[config.mk]
export PLATFORM = sky130hd
export DESIGN_NAME = gray_codec_stream
export DESIGN_NICKNAME = d
export VERILOG_FILES = /design/src/rtl/gray_pkg.sv /design/src/rtl/gray_bin_xor.sv /design/src/rtl/gray_codec_stream.sv
export SDC_FILE = /design/constraint.sdc
export NUM_CORES = 1
export LEC_CHECK = 0
export BUFFER_PORTS_ARGS = -buffer_cell sky130_fd_sc_hd__buf_2
export CAP_MARGIN = 25
export CORE_MARGIN = 2
export CORE_UTILIZATION = 56
export DETAILED_ROUTE_END_ITERATION = 7
export PLACE_DENSITY_LB_ADDON = 0.25
export SETUP_SLACK_MARGIN = 0.15
export SKIP_LAST_GASP = 1
export SLEW_MARGIN = 5
export SYNTH_ARGS = -nofsm -noshare
export SYNTH_HDL_FRONTEND = slang
export SYNTH_HIERARCHICAL = 1
export SYNTH_SLANG_ARGS = --single-unit
[constraint.sdc]
create_clock -name clk -period 3.85 [get_ports clk]
set_clock_uncertainty 0.2 [all_clocks]
set_input_delay 0.5775 -clock clk [delete_from_list [all_inputs] [get_ports clk]]
set_output_delay 0.5775 -clock clk [all_outputs]
set_load 0.02 [all_outputs]
[src/rtl/gray_pkg.sv]
// Shared mode encodings for the Gray-code stream codec.
package gray_pkg;

  typedef enum logic [1:0] {
    MODE_G2B   = 2'b00,
    MODE_B2G   = 2'b01,
    MODE_COUNT = 2'b10,
    MODE_CHECK = 2'b11
  } mode_e;

endpackage

[src/rtl/gray_bin_xor.sv]
// Combinational binary<->Gray converter; to_bin selects Gray-to-binary.
module gray_bin_xor #(
  parameter int W = 8
) (
  input  logic [W-1:0] din,
  input  logic         to_bin,
  output logic [W-1:0] dout
);

  always_comb begin
    dout = din ^ (din >> 1);
    // Binary bit i is the XOR of all Gray bits at or above i.
    if (to_bin) begin
      for (int unsigned i = 0; i < W; i++) begin
        dout[i] = ^(din >> i);
      end
    end
  end

endmodule

[src/rtl/gray_codec_stream.sv]
// Valid/ready Gray-code codec with a one-entry output register, a Gray
// counter mode and a single-bit-change checker.
module gray_codec_stream
  import gray_pkg::*;
#(
  parameter int W = 8
) (
  input  logic         clk,
  input  logic         rst_n,
  input  logic [1:0]   mode,
  input  logic         in_valid,
  output logic         in_ready,
  input  logic [W-1:0] in_data,
  output logic         out_valid,
  input  logic         out_ready,
  output logic [W-1:0] out_data,
  output logic         out_err
);

  mode_e        mode_sel;
  logic [W-1:0] cnt;
  logic [W-1:0] last_chk;
  logic         first_chk;
  logic         accept;
  logic [W-1:0] xor_in;
  logic [W-1:0] xor_out;
  logic [W-1:0] result;
  logic         result_err;

  assign mode_sel = mode_e'(mode);
  assign in_ready = !out_valid || out_ready;
  assign accept   = in_valid && in_ready;

  // The counter shares the converter in binary-to-Gray direction.
  assign xor_in = (mode_sel == MODE_COUNT) ? cnt : in_data;

  gray_bin_xor #(.W(W)) u_xor (
    .din   (xor_in),
    .to_bin(mode_sel == MODE_G2B),
    .dout  (xor_out)
  );

  always_comb begin
    result     = xor_out;
    result_err = 1'b0;
    if (mode_sel == MODE_CHECK) begin
      result     = in_data;
      result_err = !first_chk && !$onehot(in_data ^ last_chk);
    end
  end

  always_ff @(posedge clk or negedge rst_n) begin
    if (!rst_n) begin
      out_valid <= 1'b0;
      out_data  <= '0;
      out_err   <= 1'b0;
      cnt       <= '0;
      last_chk  <= '0;
      first_chk <= 1'b1;
    end else if (accept) begin
      out_valid <= 1'b1;
      out_data  <= result;
      out_err   <= result_err;
      if (mode_sel == MODE_COUNT) begin
        cnt <= cnt + 1'b1;
      end
      if (mode_sel == MODE_CHECK) begin
        last_chk  <= in_data;
        first_chk <= 1'b0;
      end
    end else if (out_ready) begin
      out_valid <= 1'b0;
    end
  end

endmodule

# ---- Word level (Yosys, flattened, before mapping)
# Cells that the tools add are included.
dict set report word_totals {
  ff_bits 27
  word_cells 43
  inputBits 14
}
dict set report op_classes {
  muxes 6
  bitwise_logic 2
  n_addsub 8
  n_reduce_logical 18
  eq_ne 3
}
# cell n
set op_table {}
lappend op_table {{parity 8 bit} 8}
lappend op_table {{two-way mux 8 bit} 3}
lappend op_table {{adder 1 x 1 -> 2 bit} 4}
lappend op_table {{adder 8 x 1 -> 8 bit, second input constant} 1}
lappend op_table {{XOR 8 x 7 -> 8 bit} 1}
lappend op_table {{XOR 8 bit} 1}
lappend op_table {{adder 2 x 2 -> 3 bit} 2}
lappend op_table {{adder 3 x 3 -> 4 bit} 1}
lappend op_table {{== test 2 bit, second input constant} 2}
lappend op_table {{== test 4 x 1 -> 1 bit, second input constant} 1}
lappend op_table {{AND reduction 2 bit} 2}
lappend op_table {{zero test 1 bit} 3}
lappend op_table {{two-way mux 1 bit} 3}
lappend op_table {{logical AND 1 bit} 2}
lappend op_table {{zero test 2 bit} 1}
lappend op_table {{nonzero test 2 bit} 1}
lappend op_table {{logical OR 1 bit} 1}

# ---- Depth between registers and ports, before layout
dict set report logic_depth {
  ltp_word 8
  ltp_mapped 12
  depth_no_buf 12
}

# ---- Modules after synthesis
# The synthesis kept the hierarchy.
# module cells_each n_inst area_each_um2
set modules_own_cells {}
lappend modules_own_cells {gray_codec_stream 127 1 1502.7}
lappend modules_own_cells {gray_bin_xor 27 1 206.4}

# ---- Least setup slack after synthesis
# No wires, ideal clock.
dict set report synth_timing {
  path_type {input -> register}
  startpoint {in in_data[0]}
  endpoint {reg out_err}
  stages 12
  t_required_ns 3.519
  setup_slack_ns 0.154
  arrival_time_ns 3.365
  path_buffers 0
  cell_sequence {xor2_1 > fa_1 > inv_1 > fa_1 > fa_1 > inv_1 > ha_1 > inv_1 > fa_1 > a211o_1 > a21oi_1 > o41ai_1}
}
dict set report synth_via {
  elab_chain_len 8
}
# element line
set synth_lines {}
lappend synth_lines {{start, declared} gray_codec_stream.sv:13} ;# input logic [W-1:0] in_data,
lappend synth_lines {{XOR 8 bit} gray_codec_stream.sv:48} ;# result_err = !first_chk && !$onehot(in_data ^ last_chk);
lappend synth_lines {{adder 1 x 1 -> 2 bit (implied by the code)} gray_codec_stream.sv:48}
lappend synth_lines {{adder 2 x 2 -> 3 bit (implied by the code)} gray_codec_stream.sv:48}
lappend synth_lines {{adder 3 x 3 -> 4 bit (implied by the code)} gray_codec_stream.sv:48}
lappend synth_lines {{== test 4 x 1 -> 1 bit} gray_codec_stream.sv:48}
lappend synth_lines {{zero test 1 bit} gray_codec_stream.sv:48}
lappend synth_lines {{logical AND 1 bit} gray_codec_stream.sv:48}
lappend synth_lines {{two-way mux 1 bit} gray_codec_stream.sv:46} ;# if (mode_sel == MODE_CHECK) begin
lappend synth_lines {{end signal, assigned} gray_codec_stream.sv:63} ;# out_err <= result_err;
lappend synth_lines {{end, declared} gray_codec_stream.sv:17} ;# output logic out_err
# No other way between the ends.
# A chain may end at the register's enable or synchronous reset.

# ---- Worst setup path in the final report
dict set report layout_timing {
  startpoint {reg last_chk[0]}
  endpoint {reg out_err}
}
dict set report layout_via {
  elab_chain_len 8
}
# element line
set layout_lines {}
lappend layout_lines {{start, declared} gray_codec_stream.sv:22} ;# logic [W-1:0] last_chk;
lappend layout_lines {{start signal, assigned} gray_codec_stream.sv:68} ;# last_chk <= in_data;
lappend layout_lines {{XOR 8 bit} gray_codec_stream.sv:48}
lappend layout_lines {{adder 1 x 1 -> 2 bit (implied by the code)} gray_codec_stream.sv:48}
lappend layout_lines {{adder 2 x 2 -> 3 bit (implied by the code)} gray_codec_stream.sv:48}
lappend layout_lines {{adder 3 x 3 -> 4 bit (implied by the code)} gray_codec_stream.sv:48}
lappend layout_lines {{== test 4 x 1 -> 1 bit} gray_codec_stream.sv:48}
lappend layout_lines {{zero test 1 bit} gray_codec_stream.sv:48}
lappend layout_lines {{logical AND 1 bit} gray_codec_stream.sv:48}
lappend layout_lines {{two-way mux 1 bit} gray_codec_stream.sv:46}
# No other way between the ends.

==> results.env <==
STATUS='completed'
MAX_SLEW_VIO_COUNT=0
PIN_COUNT_OF_THE_BIGGEST_NET_ENTERING_GLOBAL_ROUTING=28
FINAL_WS_SETUP_NS=0.240
POSTSYNTHREGISTERBITS=27
WORST_SLEW_PIN_SLEW_NS=0.618
DIE_W_MICRONS=59.2
SYN_TO_FINAL_GROWTH_PCT=11.2
TIMING.CRITICAL_PATH.SLOWEST_STAGE_CELL='sky130_fd_sc_hd__fa_1'
SYNTH_FP_NETS=176
INITIAL_UTILIZATION=0.574
FIN_TNS_SETUP_NS=0
DESIGN.FINAL.NETS=205
CLOCK_TREE_FROM_TRITONCTS='done'
WORSTHOLDPATHTYPE='input pin to asynchronous set/reset pin'
CP-START-KIND='flop'
CTS.SINKS=27
FINAL_CORE_UTILIZATION=0.638
VIAS_PER_CELL=5.36
SYNTH_SEQ_AREA_SHARE=0.396
FLOORPLAN.DIE.HEIGHT_MICRONS=59.2
FIRST_GLOBAL_VIAS=1229
TRACK_USAGE=0.209
DETAILEDROUTE.FIRSTPASSITERATIONCOUNT=4
POST-ROUTE-DRC-COUNT=0
GRT_REMAINING_OVERFLOW=0
CTSHOLDBUFFERS=0
FINALWEIGHTEDCONGESTION=0.765
FRACTION_OF_POWER_CONSUMED_BY_SEQUENTIAL_LOGIC=0.370
NETLIST-CELL-TYPE-COUNT=31
POWER.SHARE.SWITCHING=0.400
CLOCK_LATENCY_NS=0.32
CLOCK_POWER_SHARE=0.115
ASYNC_RESET_FF_FRAC=1.00
SYN-MEAN-INSTANCE-AREA_SQ_UM=11.1
TRITONCTS.NUM_BUFFERS=3
INTPOWER_uW=641
POST_ROUTE_CELLS_DRIVE_ABOVE_1_SHARE=0.313
PATH_CLASS='flop to flop'
CRITPATHREQUIREDTIME_NS=3.84
POSTSYNTH.TOPFLOPCELL='sky130_fd_sc_hd__dfrtp_1'
ROUTE.VIAS.TOTAL=1153
LEAKAGEPOWER_uW=0.000901
REGAREA_SQ_UM=677
FP.COREAREA_SQ_UM=2980
FINISH.CELL_COUNT_WITHOUT_FILLERS=215
POWERDENSITY_nW_PER_UM2=562
RSZ0062_AT_GRT='true'
DPL.CELL_COUNT=211
WORSTPATHCELLLIST='xor2_1 -> fa_1 -> inv_1 -> fa_1 -> fa_1 -> inv_1 -> ha_2 -> inv_1 -> fa_2 -> a211o_1 -> a21oi_1 -> o41ai_1'
MAX-SLEW-MARGIN-REL=0.587
POSTCTSRESIZEDCELLS=0
CRITICAL_PATH.REG2REG.STARTPOINT='last_chk[0]'
YS.WARNINGS.COUNT=6
NUMBER_OF_PORTS_PLACED_ON_THE_DIE_BOUNDARY=25
REG2REGPATHDEPTH=12
DESIGN_AREA_SQ_UM=1900
POWER.NET_SWITCHING_uW=427
MAX_CAP_VIOL_COUNT=0
POST_SYNTH_INST_COUNT=154
LARGEST_STAGE_DELAY_WORST_PATH_NS=0.56
STARTPOINT='last_chk[0]'
HOLD_VIOLATIONS=0
DIE_AREA_SQ_UM=3510
WORST_SETUP_PATH_ENDPOINT='out_err'
HPWLAFTERDP_MICRONS=2480
FINAL_ANTENNA_VIOLATING_NET_COUNT=0
CRIT_PATH_END_KIND='flop'
FINAL_SETUP_VIOLATING_ENDPOINTS=0
FILLER_CELL_COUNT=271
WL_PER_CELL_MICRONS=14.9
R2R_SLACK_NS=0.24
TIMING.CRITICAL_PATH.ARRIVAL_NS=3.60
ANTENNADIODECOUNT=0
MULTI_INPUT_AREA_SQ_UM=980
POST-PLACE-WS_NS=-0.138
COMB_POWER_SHARE=0.515
GRT_FIRST_PASS_WIRELENGTH_MICRONS=5510
NUMPORTBUFFERS=24
MAX_CLOCK_FREQ_GHz=0.277
CTS-HTREE-LEVELS=1
SYNTH_ENABLE_FLOP_CELLS=0
IR_DROP_uV=246
CTS.REPAIR_TIMING.SETUP_BUFFER_COUNT=0
DRT_WL_TOTAL_MICRONS=3210
FINALWORSTPATHREQUIREDPERIOD_NS=3.61
POST_ROUTE_CLOCK_PERIOD_UTILIZATION=0.938
PLACED_CELL_AREA_SQ_UM=1870
WORST-PATH-MAX-FANOUT=2
FP-ROW-COUNT=20
CTS.CLK_SLEW.WORST_PATHS_NS=0.15
R2R_END='out_err'
CLK_PATH_BUF_DEPTH=2
DRT_FIRST_ITER_VIOLATIONS=31
ANTENNA_VIOLATIONS_BEFORE_REPAIR=0
SYNTH.CELL_AREA_SQ_UM=1710
CLOCK_TREE.ROOT_CELL='sky130_fd_sc_hd__clkbuf_4'
[worst min path at each step]
| stage | startpoint | end | slack, ns | cells past startpoint |
|---|---|---|---|---|
| after global routing | rst_n | last_chk[7] | 0.06 | 1 |
| after floorplan | rst_n | cnt[0] | 0.08 | 0 |
| after CTS | rst_n | out_data[7] | 0.06 | 1 |
| after global placement | out_data[2] | out_data[2] | 0.26 | 2 |
| final | rst_n | last_chk[5] | 0.04 | 1 |
| after detailed placement | out_data[2] | out_data[2] | 0.27 | 2 |
[registers in the layout, summed over array words and instances, names as in the netlist]
name and count:
cnt 8, first_chk 1, last_chk 8, out_data 8, out_err 1, out_valid 1
[cells in the final DEF, fill, tap and decap left out, types with 2 or more instances in the layout]
master / count
sky130_fd_sc_hd__xnor2_1: 19
sky130_fd_sc_hd__mux2_2: 16
sky130_fd_sc_hd__and2_1: 2
sky130_fd_sc_hd__buf_2: 24
sky130_fd_sc_hd__nand2_1: 20
sky130_fd_sc_hd__mux2i_1: 10
sky130_fd_sc_hd__xor2_1: 10
sky130_fd_sc_hd__inv_1: 9
sky130_fd_sc_hd__buf_4: 3
sky130_fd_sc_hd__fa_1: 3
sky130_fd_sc_hd__nor2_1: 3
sky130_fd_sc_hd__nand3_1: 3
sky130_fd_sc_hd__nand4_1: 2
sky130_fd_sc_hd__dfrtp_1: 26
sky130_fd_sc_hd__o21ai_0: 9
sky130_fd_sc_hd__clkbuf_4: 3
sky130_fd_sc_hd__ha_1: 3
[worst max-delay path: cells and delay by family, from the launching register on]
family	cells	cell delay, ns
fa+ha+maj	5	2.01
buf+inv	3	0.20
flops	1	0.41
xor+xnor	1	0.17
compound gates	3	0.50
[routing by layer]
layer / vias to the layer above / track usage / share of wire
met5: - / 0 / 0
met4: 0 / 0.0617 / 0.011
met3: 4 / 0.0262 / 0.035
met2: 26 / 0.369 / 0.51
met1: 556 / 0.265 / 0.44
li1: 567 / - / -
[cell type report]
type | instances | share of cell area
repair buffers | 27 | 0.0750
inverters | 9 | 0.0178
flip-flops and latches | 27 | 0.356
multi-input cells | 115 | 0.515
well taps | 33 | 0.0217
clock buffers | 4 | 0.0138
[metrics by stage]
step	power (uW)	hold WS [ns]
detailed placement	935	0.266
floorplan	794	0.0819
global route	1170	0.0570
global placement	897	0.258
CTS	1060	0.0569
finish	1070	0.0363
[synthesized netlist by cell type, types with 2 or more instances]
| cell | n | area, sq um |
|---|---|---|
| sky130_fd_sc_hd__mux2i_1 | 10 | 100 |
| sky130_fd_sc_hd__fa_1 | 4 | 80.1 |
| sky130_fd_sc_hd__xor2_1 | 10 | 87.6 |
| sky130_fd_sc_hd__dfrtp_1 | 26 | 651 |
| sky130_fd_sc_hd__xnor2_1 | 19 | 166 |
| sky130_fd_sc_hd__nand4_1 | 2 | 12.5 |
| sky130_fd_sc_hd__o21ai_0 | 9 | 45.0 |
| sky130_fd_sc_hd__and2_1 | 2 | 12.5 |
| sky130_fd_sc_hd__inv_1 | 9 | 33.8 |
| sky130_fd_sc_hd__ha_1 | 4 | 50.1 |
| sky130_fd_sc_hd__nand2_1 | 20 | 75.1 |
| sky130_fd_sc_hd__nand3_1 | 3 | 15.0 |
| sky130_fd_sc_hd__nor2_1 | 3 | 11.3 |
| sky130_fd_sc_hd__mux2_2 | 16 | 180 |
[kinds of logic (layout without fill, tap and decap cells)]
group	Yosys count	in the layout	synth area share
AOI/OAI and AO/OA	13	13	0.0439
xor gates and xnor gates	30	30	0.158
adders and majority gates	8	8	0.0761
buffers and inverters	12	40	0.0337
DFF	27	27	0.396
muxes	26	26	0.164
and+or+nand+nor	38	38	0.128
[power by group through the flow]
| stage | registers (uW) | clock network [uW] | logic [uW] |
|---|---|---|---|
| after floorplan | 425 | 0 | 369 |
| after global placement | 398 | 0 | 499 |
| after detailed placement | 403 | 0 | 532 |
| after CTS | 396 | 129 | 534 |
| after global routing | 406 | 143 | 617 |
| final | 396 | 122 | 550 |
Power figures use the tool's default switching activity.
